**src/rtl/rv_lsu.sv**
```systemverilog
// Load/store unit: byte/half/word accesses to a word-wide data memory with optional
// word-crossing split access, enabled by defining LSU_MISALIGN_EN (otherwise rejected with resp_err).
module rv_lsu (
    input  logic        clk,
    input  logic        rst,
    input  logic        req_valid,
    output logic        req_ready,
    input  logic [31:0] req_addr,
    input  logic [31:0] req_wdata,
    input  logic        req_is_store,
    input  logic [1:0]  req_size,
    input  logic        req_is_signed,
    output logic [31:0] dmem_addr_Q103H,
    output logic [31:0] dmem_wr_data_Q103H,
    output logic        dmem_wr_en_Q103H,
    output logic [3:0]  dmem_byte_en_Q103H,
    output logic        dmem_is_signed_Q103H,
    input  logic [31:0] dmem_rd_data_Q104H,
    output logic        resp_valid,
    input  logic        resp_ready,
    output logic [31:0] resp_data,
    output logic        resp_err
);

`ifdef LSU_MISALIGN_EN
    localparam logic MISALIGN_EN = 1'b1;
`else
    localparam logic MISALIGN_EN = 1'b0;
`endif

    typedef enum logic [2:0] {IDLE, ACC0, ACC1, WAIT, RESP} state_t;

    function automatic logic [1:0] norm_size(input logic [1:0] size);
        return (size == 2'b11) ? 2'b10 : size;
    endfunction

    function automatic logic crosses_word(input logic [1:0] size, input logic [1:0] off);
        case (size)
            2'b00:   return 1'b0;
            2'b01:   return off == 2'd3;
            default: return off != 2'd0;
        endcase
    endfunction

    function automatic logic [7:0] lane_mask(input logic [1:0] size, input logic [1:0] off);
        logic [7:0] base;
        case (size)
            2'b00:   base = 8'h01;
            2'b01:   base = 8'h03;
            default: base = 8'h0F;
        endcase
        return base << off;
    endfunction

    function automatic logic [63:0] lane_data(input logic [31:0] wdata, input logic [1:0] off);
        return {32'h0, wdata} << {off, 3'b000};
    endfunction

    function automatic logic [31:0] extend_load(input logic [63:0] pair, input logic [1:0] size,
                                                input logic [1:0] off, input logic sgn);
        logic [31:0] sh;
        sh = 32'(pair >> {off, 3'b000});
        case (size)
            2'b00:   return {{24{sgn & sh[7]}}, sh[7:0]};
            2'b01:   return {{16{sgn & sh[15]}}, sh[15:0]};
            default: return sh;
        endcase
    endfunction

    state_t      state, state_nxt;
    logic [31:0] addr_q, wdata_q, data0_q;
    logic [1:0]  size_q;
    logic        store_q, signed_q, split_q;
    logic        accept, req_split;
    logic [31:0] src_addr, src_wdata;
    logic [1:0]  src_size;
    logic        src_store;
    logic [7:0]  src_mask;
    logic [63:0] src_lanes;
    logic [31:0] addr_nxt, wr_data_nxt, load_result;
    logic [3:0]  be_nxt;
    logic        wr_en_nxt;

    assign req_ready            = (state == IDLE);
    assign resp_valid           = (state == RESP);
    assign dmem_is_signed_Q103H = 1'b0;
    assign accept               = req_valid && req_ready;
    assign req_split            = crosses_word(norm_size(req_size), req_addr[1:0]);

    // The first access is launched on the accept edge, so it is built from the live request.
    assign src_addr  = (state == IDLE) ? req_addr : addr_q;
    assign src_wdata = (state == IDLE) ? req_wdata : wdata_q;
    assign src_size  = (state == IDLE) ? norm_size(req_size) : size_q;
    assign src_store = (state == IDLE) ? req_is_store : store_q;
    assign src_mask  = lane_mask(src_size, src_addr[1:0]);
    assign src_lanes = lane_data(src_wdata, src_addr[1:0]);

    // In WAIT the newest word is on the read bus; for a split load it is the high word.
    assign load_result = extend_load(split_q ? {dmem_rd_data_Q104H, data0_q}
                                             : {32'h0, dmem_rd_data_Q104H},
                                     size_q, addr_q[1:0], signed_q);

    always_comb begin
        state_nxt = state;
        case (state)
            IDLE: if (accept) state_nxt = (req_split && !MISALIGN_EN) ? RESP : ACC0;
            ACC0: state_nxt = split_q ? ACC1 : (store_q ? RESP : WAIT);
            ACC1: state_nxt = store_q ? RESP : WAIT;
            WAIT: state_nxt = RESP;
            RESP: if (resp_ready) state_nxt = IDLE;
            default: state_nxt = IDLE;
        endcase
    end

    always_comb begin
        addr_nxt    = 32'h0;
        wr_data_nxt = 32'h0;
        wr_en_nxt   = 1'b0;
        be_nxt      = 4'h0;
        if (state_nxt == ACC0) begin
            addr_nxt    = {src_addr[31:2], 2'b00};
            wr_en_nxt   = src_store;
            be_nxt      = src_store ? src_mask[3:0] : 4'hF;
            wr_data_nxt = src_store ? src_lanes[31:0] : 32'h0;
        end else if (state_nxt == ACC1) begin
            addr_nxt    = {src_addr[31:2], 2'b00} + 32'd4;
            wr_en_nxt   = src_store;
            be_nxt      = src_store ? src_mask[7:4] : 4'hF;
            wr_data_nxt = src_store ? src_lanes[63:32] : 32'h0;
        end
    end

    always_ff @(posedge clk) begin
        if (rst) begin
            state              <= IDLE;
            dmem_addr_Q103H    <= 32'h0;
            dmem_wr_data_Q103H <= 32'h0;
            dmem_wr_en_Q103H   <= 1'b0;
            dmem_byte_en_Q103H <= 4'h0;
            resp_data          <= 32'h0;
            resp_err           <= 1'b0;
        end else begin
            state              <= state_nxt;
            dmem_addr_Q103H    <= addr_nxt;
            dmem_wr_data_Q103H <= wr_data_nxt;
            dmem_wr_en_Q103H   <= wr_en_nxt;
            dmem_byte_en_Q103H <= be_nxt;
            // Only a rejected request jumps straight from IDLE into RESP.
            if (state != RESP && state_nxt == RESP) begin
                resp_data <= (state == WAIT) ? load_result : 32'h0;
                resp_err  <= (state == IDLE);
            end else if (state == RESP && resp_ready) begin
                resp_data <= 32'h0;
                resp_err  <= 1'b0;
            end
        end
    end

    always_ff @(posedge clk) begin
        if (accept) begin
            addr_q   <= req_addr;
            wdata_q  <= req_wdata;
            size_q   <= norm_size(req_size);
            store_q  <= req_is_store;
            signed_q <= req_is_signed;
            split_q  <= req_split;
        end
        if (state == ACC1) data0_q <= dmem_rd_data_Q104H;
    end

endmodule
```
**config.mk**
```make
export PLATFORM = sky130hd
export DESIGN_NAME = rv_lsu
export DESIGN_NICKNAME = d
export VERILOG_FILES = /design/src/rtl/rv_lsu.sv
export SDC_FILE = /design/constraint.sdc
export NUM_CORES = 1
export LEC_CHECK = 0
export BUFFER_PORTS_ARGS = -buffer_cell sky130_fd_sc_hd__buf_4
export CORE_MARGIN = 5
export CORE_UTILIZATION = 56
export DETAILED_ROUTE_END_ITERATION = 10
export PLACE_DENSITY_LB_ADDON = 0.1
export SLEW_MARGIN = 15
export SYNTH_ARGS = -nofsm -noshare
export SYNTH_HDL_FRONTEND = slang
export SYNTH_SLANG_ARGS = --single-unit
```
**constraint.sdc**
```tcl
create_clock -name clk -period 4.9 [get_ports clk]
set_clock_uncertainty 0.1 [all_clocks]
set_input_delay 0.735 -clock clk [delete_from_list [all_inputs] [get_ports clk]]
set_output_delay 0.735 -clock clk [all_outputs]
set_load 0.05 [all_outputs]
```
== After elaboration in Yosys (flattened, before gate mapping) ==
Cells that the tools add are included.

* Memory bits (read-only): 0
* RAM bits: 0
* Output and inout bits: 105
* Flip-flop bits (word level): 206
* Memories: 0
* Logic and storage cells: 77
* Bits in latches: 0

* Divide/modulo/power cells: 0
* Reductions and logical operators: 10
* $add $sub $neg: 1
* Equal/unequal tests: 13
* Bitwise logic cells: 3
* Magnitude comparators: 0
* Muxes and demuxes: 32
* Shifts and indexed selects: 3
* Multipliers: 0

{| class="wikitable"
|+ Operator list
! operator !! count
|-
| 2-to-1 mux 32 bit || 11
|-
| 2-to-1 mux 64 bit || 1
|-
| case mux 32 bit (2 select lines) || 1
|-
| left shift 32 x 5 -> 64 bit || 1
|-
| >> shifter 64 x 5 -> 32 bit || 1
|-
| adder 32 x 3 -> 32 bit (second input constant) || 1
|-
| 2-to-1 mux 4 bit || 4
|-
| 2-to-1 mux 3 bit || 5
|-
| case mux 3 bit (5 select lines) || 1
|-
| == test 3 x 2 -> 1 bit (second input constant) || 3
|-
| case mux 4 bit (2 select lines) || 1
|-
| left shift 8 x 2 -> 8 bit || 1
|-
| == test 2 x 1 -> 1 bit (second input constant) || 3
|-
| == test 3 x 1 -> 1 bit (second input constant) || 2
|-
| == test 3 bit (second input constant) || 2
|-
| logical NOT 2 bit || 3
|-
| 2-to-1 mux 1 bit || 5
|-
| == test 2 bit (second input constant) || 2
|-
| 2-to-1 mux 2 bit || 2
|-
| nonzero test 2 bit || 2
|-
| logical AND 1 bit || 3
|-
| logical NOT 3 bit || 1
|-
| != test 3 bit (second input constant) || 1
|-
| OR reduction 3 bit || 1
|-
| other kinds (3) || 4
|}

== Depth between registers and ports, before layout ==
Gate-level depths: netlist (run 1).

* Depth in word-level cells: 10
* Mapped depth: 14

== Worst setup path before layout (run 1) ==
OpenSTA, ideal clock, no wires.

* Path kind: register to register
* Start point: register state[1]
* End point: register data0_q[0], enable pin
* Clock period less this slack: 3624 ps
* Path buffers: 1
* Arrival time: 3056 ps
* Path slack: 1276 ps
* Library setup time: 468 ps
* Stages on the path, launching flop included: 3
* Cells stage by stage: dfxtp_1 > clkbuf_1 > nor3b_1

* Word-level cells in the longest chain between the ends: 1

{| class="wikitable"
|+ RTL lines
! item !! line !! RTL
|-
| start, declared || 70 || <nowiki>state_t state, state_nxt;</nowiki>
|-
| start signal, assigned || 143 || <nowiki>state <= state_nxt;</nowiki>
|-
| == test 3 x 2 -> 1 bit || 168 || <nowiki>if (state == ACC1) data0_q <= dmem_rd_data_Q104H;</nowiki>
|-
| end signal, assigned || 168 ||
|-
| end, declared || 71 || <nowiki>logic [31:0] addr_q, wdata_q, data0_q;</nowiki>
|}

Every way passes these cells.
A chain may end at the register's enable or synchronous reset.

== Worst setup path after layout (run 1) ==
* Start point: register state[2]
* End point: register dmem_addr_Q103H[24]

* Word-level cells in the longest chain between the ends: 7
* Elaborated cells between the ends (all ways): 15

{| class="wikitable"
|+ RTL lines
! item !! line !! RTL
|-
| branches (longest 6 deep; another with adder 32 x 3 -> 32 bit) || n/a ||
|-
| 2-to-1 mux 32 bit * || 120 || <nowiki>if (state_nxt == ACC0) begin</nowiki>
|-
| end signal, assigned || 144 || <nowiki>dmem_addr_Q103H <= addr_nxt;</nowiki>
|-
| end, declared || 13 || <nowiki>output logic [31:0] dmem_addr_Q103H,</nowiki>
|}

Every way passes the cells marked *.

==> impl_metrics.csv, run 1 <==
group,metric,value,unit
place,portBuffers,205,
timing,worst_slack,1.07,ns
synth,async_flop_share,0,
critical_path,path_class,"flop to flop",
critical_path,crit_chain,"or3_4, inv_2, nand2_1, inv_2, and3_1, nor4_2, nor2_1, nor3_1",
floorplanning,placement_rows,49,
synth,synth_cells,912,
floorplanning,die_w,146,microns
grt,grt-ovfl-total,0,
routing,ant_nets,0,
final_layout,layout_commonest_cell,"buf_4",
clock_tree,cts_hold_buf,0,
final_layout,n_antenna_cell,0,
power,leakage,5.01,nW
timing,fmax,0.261,GHz
critical_path,cp_slowest_cell,"nor2_1",
timing,worstMarginPinSlew,1.13,ns
timing,setup_viol,0,
place,dp_slack,1.17,ns
clock_tree,cts_root_buffer,"clkbuf_16",
job,cap_violations,0,
floorplanning,die_h,146,microns
power,ir_worst_vdd,0.000313,V
clock_tree,post_cts.repair.setup_buffers,0,
routing,wl,28500,microns
floorplanning,initial_utilization,0.571,
critical_path,path_common_cell,"inv_2",
place,gp_congestion,0.849,
final_layout,nets,1195,
routing,drc,0,
grt,grt_pass1_wl,44200,microns
synth,syn_area,10300,sq um
routing,vias,8461,
synth,synth_seq_cells,204,
final_layout,mostFrequentLayoutCells,"218 x buf_4, 137 x mux2i_1, 103 x dfxtp_1",
critical_path,critPathMaxStageDelay,0.89,ns
power,power,4.68,mW
timing,slew_violations,0,
grt,grt_max_degree,70,
clock_tree,cts_made_buffers,22,
timing,slew_headroom,0.247,
timing,rsz0062_at_grt,"no",
floorplanning,fp.dieArea,21200,sq um
timing,fin_crit,3.83,ns
clock_tree,cts_resized,0,
synth,ys_warn_count,0,
synth,yosysSeqAreaShare,0.495,
critical_path,cp.arrival,4.07,ns
grt,antenna_found_initial,0,
timing,finalHoldViolCount,0,
synth,synth_area_per_cell,11.3,sq um
final_layout,post_route_cells_drive_above_1_share,0.277,
timing,period_share,0.782,
critical_path,critPathRequiredTime,5.13,ns
timing,tns,0,ns
routing,dr.pass1.iters,5,
final_layout,area_growth,23.0,%
place,dpl.cell_count,1295,
place,dp_hpwl,19500,microns
min_path,hold_class,"primary input to flop",
floorplanning,core,18000,sq um
routing,drt_iter0_markers,681,
clock_tree,clk_pin_slew,0.06,ns
clock_tree,cts.path.max_buffers,3,
critical_path,critPathLaunchType,"flop",
grt,track_usage,0.252,
power,cellPowerDensity,370,nW/um^2
critical_path,setup.worst_path.end_class,"flop",
synth,synth_edf_count,101,
grt,grt_pass1_vias,8238,
critical_path,crit_fanout,41,
clock_tree,insertion_delay,0.50,ns
final_layout,final_cells,1335,
run_status,outcome,"finished, final reports clean",
clock_tree,clkSinkCount,204,
clock_tree,cts_tree,"done",
routing,wl_per_cell,21.4,microns
synth,synth_ff_type,"dfxtp_1",
clock_tree,htree_num_levels,1,
routing,via_per_inst,6.34,
synth,yosys.cell_types.count,72,
floorplanning,ios,209,
synth_stat cells, types with 15 or more instances:
| master | number | area [sq um] |
|---|---|---|
| mux2i_1 | 137 | 1370 |
| dfxtp_1 | 103 | 2060 |
| edfxtp_1 | 101 | 3030 |
| nor2_1 | 52 | 195 |
| nand2_1 | 50 | 188 |
| a21oi_1 | 44 | 220 |
| clkbuf_1 | 32 | 120 |
| a22o_1 | 30 | 263 |
| o21ai_0 | 29 | 145 |
| a211oi_1 | 20 | 150 |
| buf_2 | 20 | 100 |
| mux2_2 | 20 | 225 |
| nand3_1 | 17 | 85.1 |
| nor3_1 | 16 | 80.1 |
| o22ai_1 | 16 | 100 |
| a2bb2oi_1 | 15 | 131 |
| o2bb2ai_1 | 15 | 131 |
routing by layer:
layer | track usage | vias up | wire length (microns)
met5 | 0 | - | 0
met4 | 0.0606 | 0 | 654
met3 | 0.0601 | 54 | 2600
met2 | 0.409 | 434 | 13300
met1 | 0.343 | 4068 | 12000
li1 | - | 3905 | -
kinds of logic after synthesis:
logic type | count (synthesis) | synth area share
other | 1 | 0.000364
adders and majority gates | 1 | 0.00122
buffers and inverters | 76 | 0.0331
xor gates and xnor gates | 11 | 0.00936
AOI/OAI and AO/OA | 234 | 0.169
DFF | 204 | 0.495
and+or+nand+nor | 217 | 0.113
muxes | 168 | 0.179
per-stage QoR:
step           area, sq um   util  hold slack (ns)
2_1_floorplan        10300      -            0.428
3_3_place_gp         12000  0.664            0.349
3_5_place_dp         12000  0.664            0.353
4_1_cts              12700  0.702            0.307
5_1_grt              12700  0.702            0.306
6_report             12700  0.702            0.319
cell type report:
class / instances / area, sq um
fill: 1373 / 5370
sequential: 204 / 5090
tap: 229 / 287
clock inverter: 12 / 83.8
inverter: 9 / 33.8
clock buffer: 28 / 604
timing repair buffer: 219 / 1660
multi-input combinational: 634 / 4900
sequential cells by signal, indices dropped and copies added (netlist names):
register and flops:
addr_q 32, wdata_q 32, data0_q 32, dmem_wr_en_Q103H 1, state 3, size_q 2
split_q 1, dmem_byte_en_Q103H 4, dmem_wr_data_Q103H 32, dmem_addr_Q103H 30, store_q 1, resp_data 32
resp_err 1, signed_q 1
critical path, delay by kind of cell (launching register included):
kind	cells	cell delay (ns)
and+or+nand+nor	6	2.72
DFF	1	0.45
buffers and inverters	2	0.39
final timing paths:
path / from / to / slack (ns) / depth (start not counted)
hold / removal: req_wdata[1] / wdata_q[1] / 0.32 / 1
setup / recovery: state[2] / dmem_addr_Q103H[24] / 1.07 / 8
hold reg to reg: resp_data[6] / resp_data[6] / 0.37 / 1
setup reg to reg: state[2] / dmem_addr_Q103H[24] / 1.07 / 8
power by group:
part	total (mW)	internal, mW	leakage, nW	switching [mW]
clock network	1.59	0.924	0.340	0.664
registers	1.98	1.91	1.78	0.0721
logic	1.11	0.422	2.89	0.687
total	4.68	3.26	5.01	1.42
(Power assumes the default switching activity.)
==> run 2: changes to the inputs <==
- ABC_AREA: not set -> 1
- clock period: 4.9 -> 3.66 ns (I/O delays scaled with it)
==> impl_metrics.csv, run 2 <==
group,metric,value,unit
synth,post-synth-top-area-cell,"edfxtp_1",
power,cellPowerDensity,511,nW/um^2
floorplanning,initial_utilization,0.570,
clock_tree,insertion_delay,0.50,ns
synth,synth_common_cells,"417 x nand2_1, 105 x nand3_1, 103 x dfxtp_1",
power,swShare,0.328,
routing,via_per_inst,5.63,
critical_path,critPathTopFamily,"compound AO/OA/AOI/OAI gates",
final_layout,nets,1578,
clock_tree,clkSinkCount,204,
floorplanning,fp.dieArea,21200,sq um
critical_path,critPathRequiredTime,3.98,ns
timing,fmax,0.334,GHz
grt,grt-ovfl-total,0,
timing,slew_headroom,0.458,
routing,ant_nets,0,
timing,hold_ws,0.128,ns
final_layout,area_growth,22.2,%
critical_path,reg2reg_slack,0.66,ns
clock_tree,cts_tree,"done",
timing,period_share,0.818,
final_layout,mostFrequentLayoutCells,"417 x nand2_1, 220 x buf_4, 105 x nand3_1",
synth,synth_seq_cells,204,
clock_tree,cts_root_buffer,"clkbuf_16",
power,leakage,5.45,nW
clock_tree,cts_resized,0,
routing,wl,28700,microns
critical_path,cp.arrival,3.32,ns
final_layout,fill_cells,1499,
clock_tree,htree_num_levels,1,
grt,antenna_found_initial,0,
routing,vias,9679,
place,portBuffers,205,
critical_path,worst-path-buf-inv,3,
synth,synth_edf_count,101,
job,cap_violations,0,
power,p_switching,2.11,mW
floorplanning,placement_rows,49,
power,ir_worst_vdd,0.000479,V
synth,yosysSeqAreaShare,0.496,
power,power_frac_seq,0.406,
timing,tns,0,ns
min_path,whs_path_depth,1,
min_path,hold_class,"primary input to flop",
floorplanning,core,18000,sq um
floorplanning,die_w,145,microns
synth,syn_area,10300,sq um
synth,netlist.area_leader.share,0.295,
clock_tree,post_cts.repair.setup_buffers,0,
timing,rsz0062_at_grt,"no",
synth,yosysMostFrequentCell,"nand2_1",
final_layout,final_cells,1718,
critical_path,reg2reg_depth,10,
clock_tree,cts_hold_buf,0,
floorplanning,die_h,145,microns
critical_path,r2r-start,"state[2]",
critical_path,setup.worst_path.end_class,"flop",
routing,drc,0,
critical_path,path_class,"flop to flop",
final_layout,multi_input_area,4460,sq um
clock_tree,clk_pin_slew,0.06,ns
critical_path,cp_slowest_cell,"a21oi_2",
power,p_clk_frac,0.337,
timing,fin_crit,3.00,ns
synth,synth_ff_type,"dfxtp_1",
synth,async_flop_share,0,
synth,yosys.cell_types.count,52,
grt,grt_max_degree,59,
timing,setup_viol,0,
floorplanning,ios,209,
timing,finalHoldViolCount,0,
power,combPwrFrac,0.257,
clock_tree,cts.path.max_buffers,3,
critical_path,critPathLaunchType,"flop",
synth,synth_area_per_cell,7.90,sq um
routing,drt_iter0_markers,801,
routing,dr.pass1.iters,7,
synth,ys_warn_count,0,
synth,synth_cells,1301,
final_layout,layout_commonest_cell,"nand2_1",
grt,grt_pass1_vias,9010,
synth,synth.area.top_cells,"edfxtp_1 30%, dfxtp_1 20%, nand2_1 15%",
timing,slew_violations,0,
place,dpl.cell_count,1678,
grt,track_usage,0.258,
critical_path,crit_fanout,51,
min_path,min_from,"req_is_signed",
power,p_int,4.31,mW
critical_path,critPathMaxStageDelay,0.55,ns
final_layout,n_antenna_cell,0,
grt,grt_pass1_wl,45900,microns
final_layout,post_route_cells_drive_above_1_share,0.199,
run_status,outcome,"finished, final reports clean",
routing,wl_per_cell,16.7,microns
place,gp_congestion,0.944,
place,dp_hpwl,20500,microns
final_layout,regArea,5090,sq um
critical_path,r2r_end,"resp_data[7]",
clock_tree,cts_made_buffers,22,
power,power,6.42,mW
timing,worstMarginPinSlew,0.811,ns
critical_path,path_common_cell,"a21oi_1",
min_path,hold_path_end,"signed_q",
critical_path,crit_chain,"inv_2, nand2_8, nor2_4, buf_4, a21oi_1, a21oi_1, a21oi_2, buf_4, nand2_1, a21oi_1",
-- run 2: cell count changes in the layout (fill, tap and decap cells not counted), moves of 26 or more --
cell | previous run | this run
nand3_1 | 17 | 105
nand2_1 | 50 | 417
a21oi_1 | 43 | 74
o21ai_0 | 29 | 76
mux2i_1 | 137 | 2
a22o_1 | 30 | 0
o21ai_1 | 0 | 47
nor2_1 | 52 | 78
inv_1 | 7 | 86
-- run 2: cell families (layout without fill, tap and decap cells) --
group / after synthesis / after routing / share of synthesized area
compound gates: 274 / 274 / 0.157
xor+xnor: 3 / 3 / 0.00256
fa+ha+maj: 1 / 1 / 0.00122
buf+inv: 170 / 356 / 0.0713
flops: 204 / 204 / 0.496
mux: 2 / 2 / 0.00195
other cells: 1 / 3 / 0.000365
simple gates: 646 / 646 / 0.270
-- run 2: final cells by class --
| type | count | share of cell area |
|---|---|---|
| multi-input cells | 929 | 0.355 |
| clock buffers | 34 | 0.0541 |
| well taps | 229 | 0.0228 |
| inverters | 96 | 0.0291 |
| flip-flops and latches | 204 | 0.405 |
| repair buffers | 220 | 0.131 |
| clock inverters | 6 | 0.00239 |
-- run 2: worst max-delay path by stage --
stage                        start                   to  slack, ns  cells after the start
after floorplan           state[1]  dmem_addr_Q103H[13]       0.65                     13
after global placement    state[2]        resp_data[31]       0.79                     10
after detailed placement  state[2]        resp_data[14]       0.70                     10
after CTS                 state[2]         resp_data[7]       0.62                     10
after global routing      state[2]         resp_data[7]       0.41                     10
final                     state[2]         resp_data[7]       0.66                     10
-- run 2: worst register-to-register path, cell delays in order (launching register included) --
cell	delay, ns
dfxtp_1	0.39
inv_2	0.26
nand2_8	0.38
nor2_4	0.07
buf_4	0.27
a21oi_1	0.24
a21oi_1	0.10
a21oi_2	0.55
buf_4	0.34
nand2_1	0.09
a21oi_1	0.13
-- run 2: power groups by stage --
stage / logic [mW] / registers, mW / clock network, mW
6_report: 1.65 / 2.61 / 2.16
5_1_grt: 1.82 / 2.62 / 2.29
4_1_cts: 1.64 / 2.61 / 2.20
3_5_place_dp: 1.63 / 2.65 / 0
3_3_place_gp: 1.61 / 2.65 / 0
2_1_floorplan: 1.04 / 2.80 / 0
-- run 2: per-layer routing --
layer  routed length [microns]  global-route usage
met3                      2880              0.0554
met5                         0                   0
met2                     12800               0.402
met4                       708              0.0760
met1                     12300               0.365
-- run 2: through the flow --
step                setup WS [ns]  utilization  cell area, sq um
floorplan                   0.648            -             10300
global placement            0.788        0.658             11900
detailed placement          0.701        0.658             11900
CTS                         0.623        0.697             12600
global route                0.405        0.697             12600
finish                      0.665        0.697             12600
==> run 3: changes to the inputs <==
- CORE_UTILIZATION: 56 -> 50
- clock period: 3.66 -> 2.69 ns (I/O delays scaled with it)
==> impl_metrics.csv, run 3 (synthesized netlist as in run 2, its figures left out) <==
group,metric,value,unit
routing,wl,31100,microns
routing,dr.pass1.iters,6,
critical_path,crit_chain,"inv_2, buf_4, nand3_1, inv_1, nand2_1, o21ai_1, inv_1, nor2_8, nand4_2, o32ai_1",
min_path,hold_class,"primary input to flop",
min_path,min_from,"dmem_rd_data_Q104H[21]",
clock_tree,cts_root_buffer,"clkbuf_16",
grt,grt_pass1_vias,9616,
critical_path,r2r_end,"dmem_wr_data_Q103H[14]",
critical_path,setup.worst_path.end_class,"flop",
routing,via_per_inst,5.34,
routing,drc,0,
power,ir_worst_vdd,0.000527,V
final_layout,area_growth,33.1,%
place,gp_congestion,0.903,
grt,grt-ovfl-total,0,
place,portBuffers,205,
place,dp_slack,0.303,ns
clock_tree,cts_made_buffers,23,
place,dpl_cell_area,12100,sq um
power,swShare,0.330,
grt,grt_pass1_wl,49600,microns
min_path,hold_path_end,"data0_q[21]",
final_layout,final_cell_area,13700,sq um
floorplanning,ios,209,
timing,rsz0062_at_grt,"no",
timing,worst_slack,0.270,ns
critical_path,worst-path-buf-inv,4,
timing,period_share,0.900,
critical_path,r2r-start,"state[2]",
job,cap_violations,0,
critical_path,critPathLaunchType,"flop",
routing,wl_per_cell,16.6,microns
floorplanning,placement_rows,52,
min_path,whs_path_depth,1,
timing,fin_crit,2.42,ns
timing,finalHoldViolCount,0,
critical_path,crit_fanout,28,
critical_path,cp.arrival,2.72,ns
critical_path,path_common_cell,"inv_1",
grt,track_usage,0.256,
critical_path,critPathMaxStageDelay,0.42,ns
timing,slew_headroom,0.524,
grt,antenna_found_initial,1,
power,power,8.92,mW
clock_tree,htree_num_levels,1,
critical_path,path_class,"flop to flop",
floorplanning,initial_utilization,0.508,
floorplanning,core,20200,sq um
place,dp_hpwl,21600,microns
critical_path,cp_slowest_cell,"nand4_2",
final_layout,nets,1685,
power,leakage,5.93,nW
final_layout,post_route_cells_drive_above_1_share,0.198,
routing,drt_iter0_markers,729,
routing,vias,9965,
power,p_switching,2.94,mW
clock_tree,clkSinkCount,204,
clock_tree,insertion_delay,0.51,ns
floorplanning,die_h,153,microns
clock_tree,clk_pin_slew,0.06,ns
power,combPwrFrac,0.274,
floorplanning,die_w,153,microns
timing,slew_violations,0,
power,p_clk_frac,0.329,
critical_path,reg2reg_slack,0.27,ns
timing,setup_viol,0,
power,p_int,5.98,mW
critical_path,critPathRequiredTime,2.99,ns
power,cellPowerDensity,652,nW/um^2
final_layout,mostFrequentLayoutCells,"417 x nand2_1, 232 x buf_4, 105 x nand3_1",
clock_tree,cts.path.max_buffers,3,
timing,worstMarginPinSlew,0.713,ns
clock_tree,cts_tree,"done",
routing,ant_nets,0,
power,power_frac_seq,0.397,
final_layout,layout_commonest_cell,"nand2_1",
critical_path,critPathTopFamily,"simple AND/OR/NAND/NOR gates",
critical_path,reg2reg_depth,10,
timing,fmax,0.413,GHz
run_status,outcome,"finished, final reports clean",
floorplanning,fp.dieArea,23500,sq um
grt,grt_max_degree,52,
[run 3: cell count changes in the layout (fill, tap and decap cells not counted), moves of 2 or more]
cell           before  now
clkbuf_16          25   23
dfxtp_2             0    2
buf_12              0    2
dfxtp_1           103  101
clkinv_2            3    8
buf_4             220  232
dlygate4sd3_1       0   92
[run 3: power groups by stage]
stage | combinational, mW | clock [mW] | sequential, mW
detailed placement | 2.30 | 0 | 3.61
CTS | 2.42 | 2.98 | 3.54
finish | 2.44 | 2.94 | 3.54
global placement | 2.28 | 0 | 3.60
global route | 2.69 | 3.12 | 3.56
floorplan | 1.42 | 0 | 3.81
[run 3: repair_timing]
action / in CTS / in global routing
endpoints found under the hold margin: 91 / 1
buffers inserted: 0 / 0
hold buffers: 91 / 1
resized for setup: 0 / 0
[run 3: area by class of cell]
type                    count  area (sq um)
fillers                  1729          6550
clock buffers              31           626
diodes                      1          2.50
repair buffers            326          2700
well taps                 270           338
multi-input cells         929          4480
clock inverters            10          73.8
flip-flops and latches    204          5100
inverters                  96           368
[run 3: worst max-delay path by stage]
stage / start / end / slack [ns] / cells past startpoint
6_report: state[2] / dmem_wr_data_Q103H[14] / 0.27 / 10
5_1_grt: state[2] / dmem_wr_data_Q103H[10] / 0.08 / 10
4_1_cts: state[2] / dmem_wr_data_Q103H[14] / 0.29 / 10
3_5_place_dp: state[2] / dmem_wr_data_Q103H[14] / 0.30 / 10
3_3_place_gp: state[2] / dmem_wr_data_Q103H[14] / 0.38 / 10
2_1_floorplan: state[0] / dmem_addr_Q103H[13] / -0.31 / 13
[run 3: per-layer routing]
metal	wire [microns]	track usage	share of wire
met5	0	0	0
met4	942	0.0824	0.030
met3	2290	0.0447	0.074
met2	14500	0.422	0.47
met1	13400	0.345	0.43
[run 3: worst reg2reg max path, stage by stage, from the launching register on]
cell and delay, ns:
dfxtp_1 0.33, inv_2 0.11, buf_4 0.33, nand3_1 0.14, inv_1 0.09, nand2_1 0.05
o21ai_1 0.09, inv_1 0.13, nor2_8 0.23, nand4_2 0.42, o32ai_1 0.30
[run 3: through the flow]
stage	util	std cells	setup TNS, ns	hold slack [ns]
floorplan	-	1303	-12.51	0.402
global placement	0.596	1733	0	0.353
detailed placement	0.596	1733	0	0.356
CTS	0.676	1865	0	0.00186
global route	0.676	1867	0	0.00136
finish	0.676	1867	0	0.0173
